$ cat src/rtl/uart_tx_arbiter.sv
// Round-robin arbiter sharing one UART byte transmitter between N_REQ requesters.
// A granted requester keeps the transmitter until its last-flagged byte completes.
module uart_tx_arbiter #(
   parameter int unsigned N_REQ        = 4,
   parameter int unsigned BUSY_TIMEOUT = 8
) (
   input  logic                 CLK,
   input  logic                 rst_n,
   input  logic [N_REQ-1:0]     req_valid,
   input  logic [8*N_REQ-1:0]   req_data,
   input  logic [N_REQ-1:0]     req_last,
   output logic [N_REQ-1:0]     req_ready,
   output logic [N_REQ-1:0]     grant,
   output logic                 busy,
   output logic [7:0]           tx_data,
   output logic                 tx_valid,
   input  logic                 tx_ready
);

   localparam int unsigned PTR_W = (N_REQ > 1) ? $clog2(N_REQ) : 1;
   localparam int unsigned CNT_W = (BUSY_TIMEOUT > 0) ? $clog2(BUSY_TIMEOUT + 1) : 1;

   typedef enum logic [1:0] {
      IDLE      = 2'd0,
      WAIT_BUSY = 2'd1,
      WAIT_DONE = 2'd2
   } state_e;

   state_e             state_q, state_d;
   logic [N_REQ-1:0]   grant_q, grant_d;
   logic [N_REQ-1:0]   req_ready_q, req_ready_d;
   logic [PTR_W-1:0]   owner_q, owner_d;
   logic [PTR_W-1:0]   rr_q, rr_d;
   logic [CNT_W-1:0]   cnt_q, cnt_d;
   logic [7:0]         tx_data_q, tx_data_d;
   logic               tx_valid_q, tx_valid_d;
   logic               last_q, last_d;
   logic               busy_q, busy_d;

   logic               win_found;
   logic [PTR_W-1:0]   win_idx;
   logic [PTR_W-1:0]   cand;
   logic               sel_found;
   logic [PTR_W-1:0]   sel_idx;
   logic [PTR_W-1:0]   rr_next;

   // First pending requester scanning upward from the rr pointer, wrapping at N_REQ.
   always_comb begin
      win_found = 1'b0;
      win_idx   = '0;
      cand      = '0;
      for (int unsigned k = 0; k < N_REQ; k++) begin
         if ((32'(rr_q) + k) >= N_REQ) begin
            cand = PTR_W'(32'(rr_q) + k - N_REQ);
         end else begin
            cand = PTR_W'(32'(rr_q) + k);
         end
         if (!win_found && req_valid[cand]) begin
            win_found = 1'b1;
            win_idx   = cand;
         end
      end
   end

   assign rr_next = (32'(owner_q) == (N_REQ - 1)) ? '0 : owner_q + PTR_W'(1);

   // Next-state and registered-output logic.
   always_comb begin
      state_d     = state_q;
      grant_d     = grant_q;
      owner_d     = owner_q;
      rr_d        = rr_q;
      last_d      = last_q;
      cnt_d       = cnt_q;
      tx_data_d   = tx_data_q;
      tx_valid_d  = 1'b0;
      req_ready_d = '0;
      sel_found   = 1'b0;
      sel_idx     = owner_q;

      case (state_q)
         IDLE: begin
            // A locked message only listens to its owner.
            if (grant_q != '0) begin
               sel_found = req_valid[owner_q];
               sel_idx   = owner_q;
            end else begin
               sel_found = win_found;
               sel_idx   = win_idx;
            end
            if (tx_ready && sel_found) begin
               grant_d     = N_REQ'(1) << sel_idx;
               req_ready_d = N_REQ'(1) << sel_idx;
               owner_d     = sel_idx;
               tx_data_d   = req_data[{sel_idx, 3'b000} +: 8];
               tx_valid_d  = 1'b1;
               last_d      = req_last[sel_idx];
               cnt_d       = '0;
               state_d     = WAIT_BUSY;
            end
         end
         WAIT_BUSY: begin
            if (!tx_ready) begin
               state_d = WAIT_DONE;
               cnt_d   = '0;
            end else if (cnt_q == CNT_W'(BUSY_TIMEOUT)) begin
               // Transmitter never went busy: re-issue the same byte.
               tx_valid_d = 1'b1;
               cnt_d      = '0;
            end else begin
               cnt_d = cnt_q + CNT_W'(1);
            end
         end
         WAIT_DONE: begin
            if (tx_ready) begin
               state_d = IDLE;
               if (last_q) begin
                  grant_d = '0;
                  rr_d    = rr_next;
               end
            end
         end
         default: state_d = IDLE;
      endcase

      busy_d = (state_d != IDLE) || (grant_d != '0);
   end

   always_ff @(posedge CLK or negedge rst_n) begin
      if (!rst_n) begin
         state_q     <= IDLE;
         grant_q     <= '0;
         req_ready_q <= '0;
         owner_q     <= '0;
         rr_q        <= '0;
         cnt_q       <= '0;
         tx_data_q   <= 8'h00;
         tx_valid_q  <= 1'b0;
         last_q      <= 1'b0;
         busy_q      <= 1'b0;
      end else begin
         state_q     <= state_d;
         grant_q     <= grant_d;
         req_ready_q <= req_ready_d;
         owner_q     <= owner_d;
         rr_q        <= rr_d;
         cnt_q       <= cnt_d;
         tx_data_q   <= tx_data_d;
         tx_valid_q  <= tx_valid_d;
         last_q      <= last_d;
         busy_q      <= busy_d;
      end
   end

   assign req_ready = req_ready_q;
   assign grant     = grant_q;
   assign busy      = busy_q;
   assign tx_data   = tx_data_q;
   assign tx_valid  = tx_valid_q;

endmodule

$ cat config.mk
export PLATFORM = sky130hd
export DESIGN_NAME = uart_tx_arbiter
export DESIGN_NICKNAME = d
export VERILOG_FILES = /design/src/rtl/uart_tx_arbiter.sv
export SDC_FILE = /design/constraint.sdc
export NUM_CORES = 1
export LEC_CHECK = 0
export CORE_UTILIZATION = 43
export CTS_CLUSTER_SIZE = 40
export DETAILED_ROUTE_END_ITERATION = 16
export PLACE_DENSITY = 0.9
export SLEW_MARGIN = 25
export SYNTH_ARGS = -nofsm -noshare
export SYNTH_HDL_FRONTEND = slang
export SYNTH_SLANG_ARGS = --single-unit
$ cat constraint.sdc
create_clock -name CLK -period 2.37 [get_ports CLK]
set_clock_uncertainty 0.1 [all_clocks]
set_input_delay 0.711 -clock CLK [delete_from_list [all_inputs] [get_ports CLK]]
set_output_delay 0.711 -clock CLK [all_outputs]
set_load 0.02 [all_outputs]
==> summary.md <==
| Metric | Value |
|---|---|
| Status | finished clean |
| Setup CP Type | reg2out |
| Clock tree from TritonCTS | done |
| Syn nets | 201 |
| Post-synth EDFFs | 0 |
| CTS Buf Count | 5 |
| Die ar. | 3840 sq um |
| Longest Clk Path Bufs | 2 |
| Hold Vio Cnt, Final | 0 |
| Setup crit start | grant[1] |
| Worst-Skew Late Latency | 0.35 ns |
| Total routed wirelength | 4520 microns |
| R2r startpoint | grant[0] |
| Slew @ Worst Pin | between 0.4 and 0.5 ns |
| Routed wire per std cell | 15.7 microns |
| Final Instance Area | 2490 sq um |
| Drt initial violations | 146 |
| Crit path to | grant[1] |
| Synth top cells by count | dfrtp_1 (29), nand2_1 (25), nor2_1 (13), mux2i_1 (9), o21ai_0 (7) |
| Cell Pwr Density | around 1300 nW/um^2 |
| Total power | 3.15 mW |
| Most frequent cell after synthesis | dfrtp_1 |
| Type of the most critical hold path | reg2reg |
| CP required | 1.56 ns |
| Yosys warns | 0 |
| First-pass GRT wire length | 7060 microns |
| Finished Layout Cells | 287 |
| ANT cells | 0 |
| Final Max Slew Viols | 0 |
| Hold_sp | cnt_q[3] |
| Met2 wire len | 2330 microns |
| Vias per Instance | 5.71 |
| Metal3 WL | around 250 microns |
| Post-synthesis cell area | 1550 sq um |
| IR drop worst, VDD | 619 uV |
| Routed vias | 1,639 |
| Vias in the first global route | around 1,600 |
| Worst Path Max Fanout | 3 |
| Area leader, netlist | dfrtp_1 |
| Synth unique cells | 37 |
| Core ar. | ~3400 sq um |
| R2R Setup Slk | ~0.09 ns |
| Placed cell count | 278 |
| Dpl ws | -0.488 ns |
| Share of layout cells above drive strength 1 | 22.8% |
| Die width | 61.9 microns |
| CTS H-tree lvls | 2 |
| Floorplan row count | 21 |
| Ys async rst share | 100% |
| Area share of the largest cell type after synthesis | a little under half |
| Number of routed nets with antenna violations | 0 |
| Clock Pin Slew Worst Setup and Hold Paths | 0.10 ns |
| Primary FF master, synth | dfrtp_1 |
| Crit start category | flop |
| Minimum clock period | 2.31 ns |
| Root buf cell | clkbuf_4 |
| Crit path capture type | output pin |
| Final worst path period share | 97.5% |
| P&R area growth vs syn | 61.5% |
| Final Worst Setup Slack | roughly 0.06 ns |
| GP Congestion | 0.896 |
| M1 wire length | 1770 microns |
| Cell Area, Placed | 2350 sq um |
| Post-DP HPWL | 3230 microns |
| Leakage power total | 1.10 nW |
| Die extent in y | 61.9 microns |
| Residual DRC | 0 |
| Worst slew margin | between 70% and 80% |
| Synthesized flop and latch total | 29 |
| Drt first pass iters | 4 |
| Pin count of the biggest net entering global routing | 30 |
| Clock sink count | 29 |
| Antenna violations before repair | 0 |
| Sequential area share after synthesis | 47.0% |
| GRT Total Usage | 26.3% |
| Max-Cap Viols | 0 |
| RSZ-0062 raised after global routing | no |
| Starting Density | between 40 and 50% |
| Max Freq | 433 MHz |
| Syn Area/Cell | 9.97 sq um |
| Gate Count Post-Synth | 155 |
| Overflow left after global routing | 0 |
| Port-buffer cells | 60 |
| CP Data Arrival Time | ~1.5 ns |
| R2R Path End | tx_data[6] |
| IO Pins | 61 |
| Synth area leaders | dfrtp_1 (47%), nand2_1 (6.1%), mux2i_1 (5.8%), o221a_2 (3.6%), nor2_1 (3.2%) |
| Final setup vio count | 0 |
| R2R cell count | 6 |
| Nets | approximately 290 |
| Max Used Layer | met4 |
| Fin Hold WS | 0.390 ns |
-- critical path, cell delays in order, from the launching register on --
cell and delay (ns):
dfrtp_1 0.42, buf_4 0.15, clkdlybuf4s50_1 0.59
-- kinds of logic after synthesis --
logic type	share of synthesized area, %
AND/OR/NAND/NOR	16.0
AO/OA/AOI/OAI	21.8
flip-flops	47.0
buffers and inverters	4.29
multiplexers	8.02
adder cells (fa/ha/maj)	2.43
XOR/XNOR	0.567
-- power breakdown --
part	leakage, nW	switching (mW)	total, mW	internal [mW]
combinational	0.698	0.919	1.84	0.924
clock	0.0414	0.195	0.418	0.223
sequential	0.363	0.194	0.889	0.695
-- what timing repair did --
item	4_1_cts	5_1_grt
buffers inserted	1	0
resized for setup	15	3
endpoints found under the hold margin	0	0
endpoints found under the setup margin	13	9
gates cloned	0	0
hold buffers	0	0
pin swaps	2	0
-- sequential cells by signal, summed over array words and instances, names as in the netlist --
name and flops:
tx_data 8, state_q 2, rr_q 2, tx_valid 1
cnt_q 4, owner_q 2, last_q 1, grant 4
req_ready 4, busy 1
-- worst min path at each step --
stage | endpoint | slack, ns | cells past startpoint
after floorplan | busy | 0.32 | 0
after global placement | cnt_q[3] | 0.37 | 1
after detailed placement | cnt_q[3] | 0.38 | 1
after CTS | cnt_q[3] | 0.39 | 1
after global routing | cnt_q[3] | 0.42 | 1
final | cnt_q[3] | 0.39 | 1
-- stage by stage --
stage	utilization, %	TNS, ns
6_report	73.6	0
5_1_grt	73.6	0
4_1_cts	73.3	0
3_5_place_dp	69.5	-9.05
3_3_place_gp	69.5	-7.53
2_1_floorplan	-	0
-- final cells by class --
type / count / area (sq um)
Fill cell: 227 / 895
Timing Repair Buffer: 85 / 807
Multi-Input combinational cell: 113 / 797
Sequential cell: 29 / 727
Tap cell: 46 / 57.6
Clock inverter: 3 / 46.3
Clock buffer: 5 / 37.5
Inverter: 6 / 22.5
-- metal layers --
metal / up-vias / global-route usage, %
met5: - / 0
met4: 0 / 19.4
met3: 18 / 5.18
met2: 64 / 42.1
met1: 804 / 31.3
li1: 753 / -
-- cell usage in the layout, fill, tap and decap left out, types with 5 or more instances in the layout --
cell	count
clkdlybuf4s50_1	56
dfrtp_1	28
nand2_1	23
buf_4	21
nor2_1	12
mux2i_1	9
o21ai_0	7
inv_1	6
nand3_1	5
a32oi_1	5
o221a_2	5
clkbuf_4	5
Power figures use the tool's default switching activity.
==> RTL change (config.mk and constraints unchanged) <==
Take the reset off `tx_data_q` and load it in a clocked block of its own.
--- a/src/rtl/uart_tx_arbiter.sv
+++ b/src/rtl/uart_tx_arbiter.sv
@@ -134,7 +134,6 @@
          owner_q     <= '0;
          rr_q        <= '0;
          cnt_q       <= '0;
-         tx_data_q   <= 8'h00;
          tx_valid_q  <= 1'b0;
          last_q      <= 1'b0;
          busy_q      <= 1'b0;
@@ -145,11 +144,14 @@
          owner_q     <= owner_d;
          rr_q        <= rr_d;
          cnt_q       <= cnt_d;
-         tx_data_q   <= tx_data_d;
          tx_valid_q  <= tx_valid_d;
          last_q      <= last_d;
          busy_q      <= busy_d;
       end
+   end
+
+   always_ff @(posedge CLK) begin
+      tx_data_q <= tx_data_d;
    end
 
    assign req_ready = req_ready_q;
Check against the original RTL: not equivalent (Yosys sat finds a counterexample within 4 cycles, from zero or initial values and one cycle with rst_n low).
==> RTL change against the original RTL <==
Die area rose by 4.8%; largest cell class unchanged; clock power fell by 4.8%; synthesized area rose by 4.9%; sequential cell count did not move; fmax rose by 2.4%; synthesized cell count fell by 9.0%; non-clock buffer count did not move; final cell count fell by 4.2%; wire length rose by 6.3%; final area rose by 5.0%; power rose by 19%; worst setup slack improved by 0.055 ns; critical path type is now in -> reg; largest power group unchanged.
==> RTL change: results (changes against the original RTL) <==
| Metric | Value |
|---|---|
| Status | `completed` |
| R2R depth | `8 (+2)` |
| Largest net degree at the start of global routing | `22 (-27%)` |
| DP HPWL | `3080 um (-4.7%)` |
| # H-tree levels | `2 (unchanged)` |
| Worst path slowest cell | `nor4_1` |
| Drt initial violations | `88 (-40%)` |
| Delay-heaviest family, CP | `buffers and inverters` |
| Vias in the first global route | `1429 (-11%)` |
| Slew of the pin with the lowest slew margin | `0.342 ns (-0.0735 ns)` |
| Clock Pin Slew Worst Setup and Hold Paths | `0.06 ns (-0.04 ns)` |
| Hold Path Class | `reg -> reg` |
| GPL Wtd Cong | `0.813 (-9.2%)` |
| Post-Route WL | `4800 um (+6.3%)` |
| CTS Buf Count | `5 (unchanged)` |
| Crit-path max FO | `7 (+4)` |
| Syn Area/Cell | `11.5 um^2 (+15%)` |
| Post-synthesis sequential area ratio | `47.2% (+0.26 points)` |
| Final cell count without fillers | `275 (-4.2%)` |
| First-pass detailed-route iteration total | `4 (unchanged)` |
| Post-synth top cells | `28 x mux2i_1, 21 x dfrtp_1, 10 x nand2_1` |
| Hold Path Cell Cnt | `1 (unchanged)` |
| GRT Resource Usage Total | `25.1% (-1.2 points)` |
| Net Count, Synth | `187 (-7.0%)` |
| Internal power | `2260 uW (+23%)` |
| Via density per instance | `5.45 (-4.5%)` |
| Leak Pwr | `0.00117 uW (+5.6%)` |
| Ys Warns | `0 (unchanged)` |
| Placed insts | `259 (-6.8%)` |
| EDFF count, synth | `8 (+8)` |
| FFs w/ async S/R, synth | `72.4% (-28 points)` |
| Clk_lat worst skew | `0.29 ns (-0.06 ns)` |
| CTS Buffer Depth | `2 (unchanged)` |
| IO Port Bufs | `60 (unchanged)` |
| Largest stage delay on the critical path | `0.35 ns (-0.24 ns)` |
| Fillers | `230 (+1.3%)` |
| Flop pwr share | `24.9% (-3.3 points)` |
| Top_reg_cell synth | `dfrtp_1` |
| WP data arrival | `2.36 ns (+0.86 ns)` |
| Max reg flops | `8 (unchanged)` |
| First-pass GRT wire length | `7380 um (+4.5%)` |
| Cells taking the most area after synthesis | `dfrtp_1 32%, mux2i_1 17%, edfxtp_1 15%` |
| Hold_buf cts | `0 (unchanged)` |
| Final nets | `274 (-4.2%)` |
| CTS Root Cell | `clkbuf_8` |
| ANT cells | `0 (unchanged)` |
| Initial antenna violation count | `0 (unchanged)` |
| Number of distinct library cells after synthesis | `42 (+14%)` |
| Worst VDD drop | `717 uV (+16%)` |
| Pre-CTS worst setup slack | `-0.691 ns (-0.204 ns)` |
| Share of cells above drive strength 1 | `21.0% (-1.9 points)` |
## RTL change: changes by cell type after synthesis, moves of 4 or more
cell	before	now
o221a_2	5	0
nand2_1	25	10
nor2_1	13	7
nand2b_1	2	7
o21ai_0	7	3
mux2i_1	9	28
edfxtp_1	0	8
dfrtp_1	29	21
a32oi_1	5	0
## RTL change: through the flow
stage | setup TNS [ns] | util, % | area [um^2]
global placement | -14.34 | 68.7 | 2380
detailed placement | -15.27 | 68.7 | 2380
CTS | 0 | 75.1 | 2610
global route | 0 | 75.5 | 2620
finish | 0 | 75.5 | 2620
floorplan | 0 | - | 1620
## RTL change: area by class of cell
cell class | count | share of cell area, %
Sequential cell | 29 | 29.2
Clock buffer | 5 | 2.63
Multi-Input combinational cell | 102 | 32.2
Timing Repair Buffer | 85 | 32.3
Clock inverter | 3 | 0.669
Tap cell | 46 | 2.20
Inverter | 5 | 0.716
## RTL change: final timing paths
path,end,from,slack (ns)
worst max-delay path,owner_q[0],req_valid[1],0.12
worst min-delay path,cnt_q[3],cnt_q[3],0.38
worst max register to register,tx_data[6],grant[2],0.21
worst min register to register,cnt_q[3],cnt_q[3],0.38
max in group asynchronous,grant[1],rst_n,1.30
min in group asynchronous,req_ready[1],rst_n,0.66
## RTL change: power groups by stage
stage | Combinational [uW] | Sequential (uW) | Clock (uW)
after global routing | 2540 | 954 | 426
after global placement | 1800 | 915 | 0
after floorplan | 1100 | 1050 | 0
after CTS | 2280 | 918 | 398
after detailed placement | 1850 | 925 | 0
final | 2410 | 930 | 398
## RTL change: kinds of logic (layout without fill, tap and decap cells)
| family | count (synthesis) | count (layout) | share of synthesized area (%) |
|---|---|---|---|
| flops | 29 | 29 | 47.2 |
| fa+ha+maj | 3 | 3 | 2.32 |
| compound gates | 29 | 29 | 13.3 |
| simple gates | 40 | 40 | 13.9 |
| mux | 30 | 30 | 19.4 |
| buf+inv | 10 | 98 | 3.93 |
## RTL change: per-layer routing
| metal | global-route usage (%) | wire length (um) | vias to the layer above |
|---|---|---|---|
| met5 | 0 | 0 | - |
| met4 | 14.2 | 127 | 0 |
| met3 | 5.07 | 162 | 10 |
| met2 | 42.0 | 2560 | 57 |
| met1 | 29.8 | 1950 | 732 |
| li1 | - | - | 701 |
## RTL change: what timing repair did
item                       in CTS  in global routing
gates cloned                    2                  0
setup endpoints to repair      29                 11
pin swaps                       3                  4
gates resized for setup        20                  8
setup buffers                   4                  2
## RTL change: worst register-to-register path, cell delays in order, from the launching register on
cell and delay [ns]:
dfrtp_1 0.45, nor4_4 0.28, buf_4 0.18, o221ai_2 0.11
o22ai_4 0.20, buf_6 0.16, buf_16 0.12, mux2i_1 0.18
mux2i_1 0.10
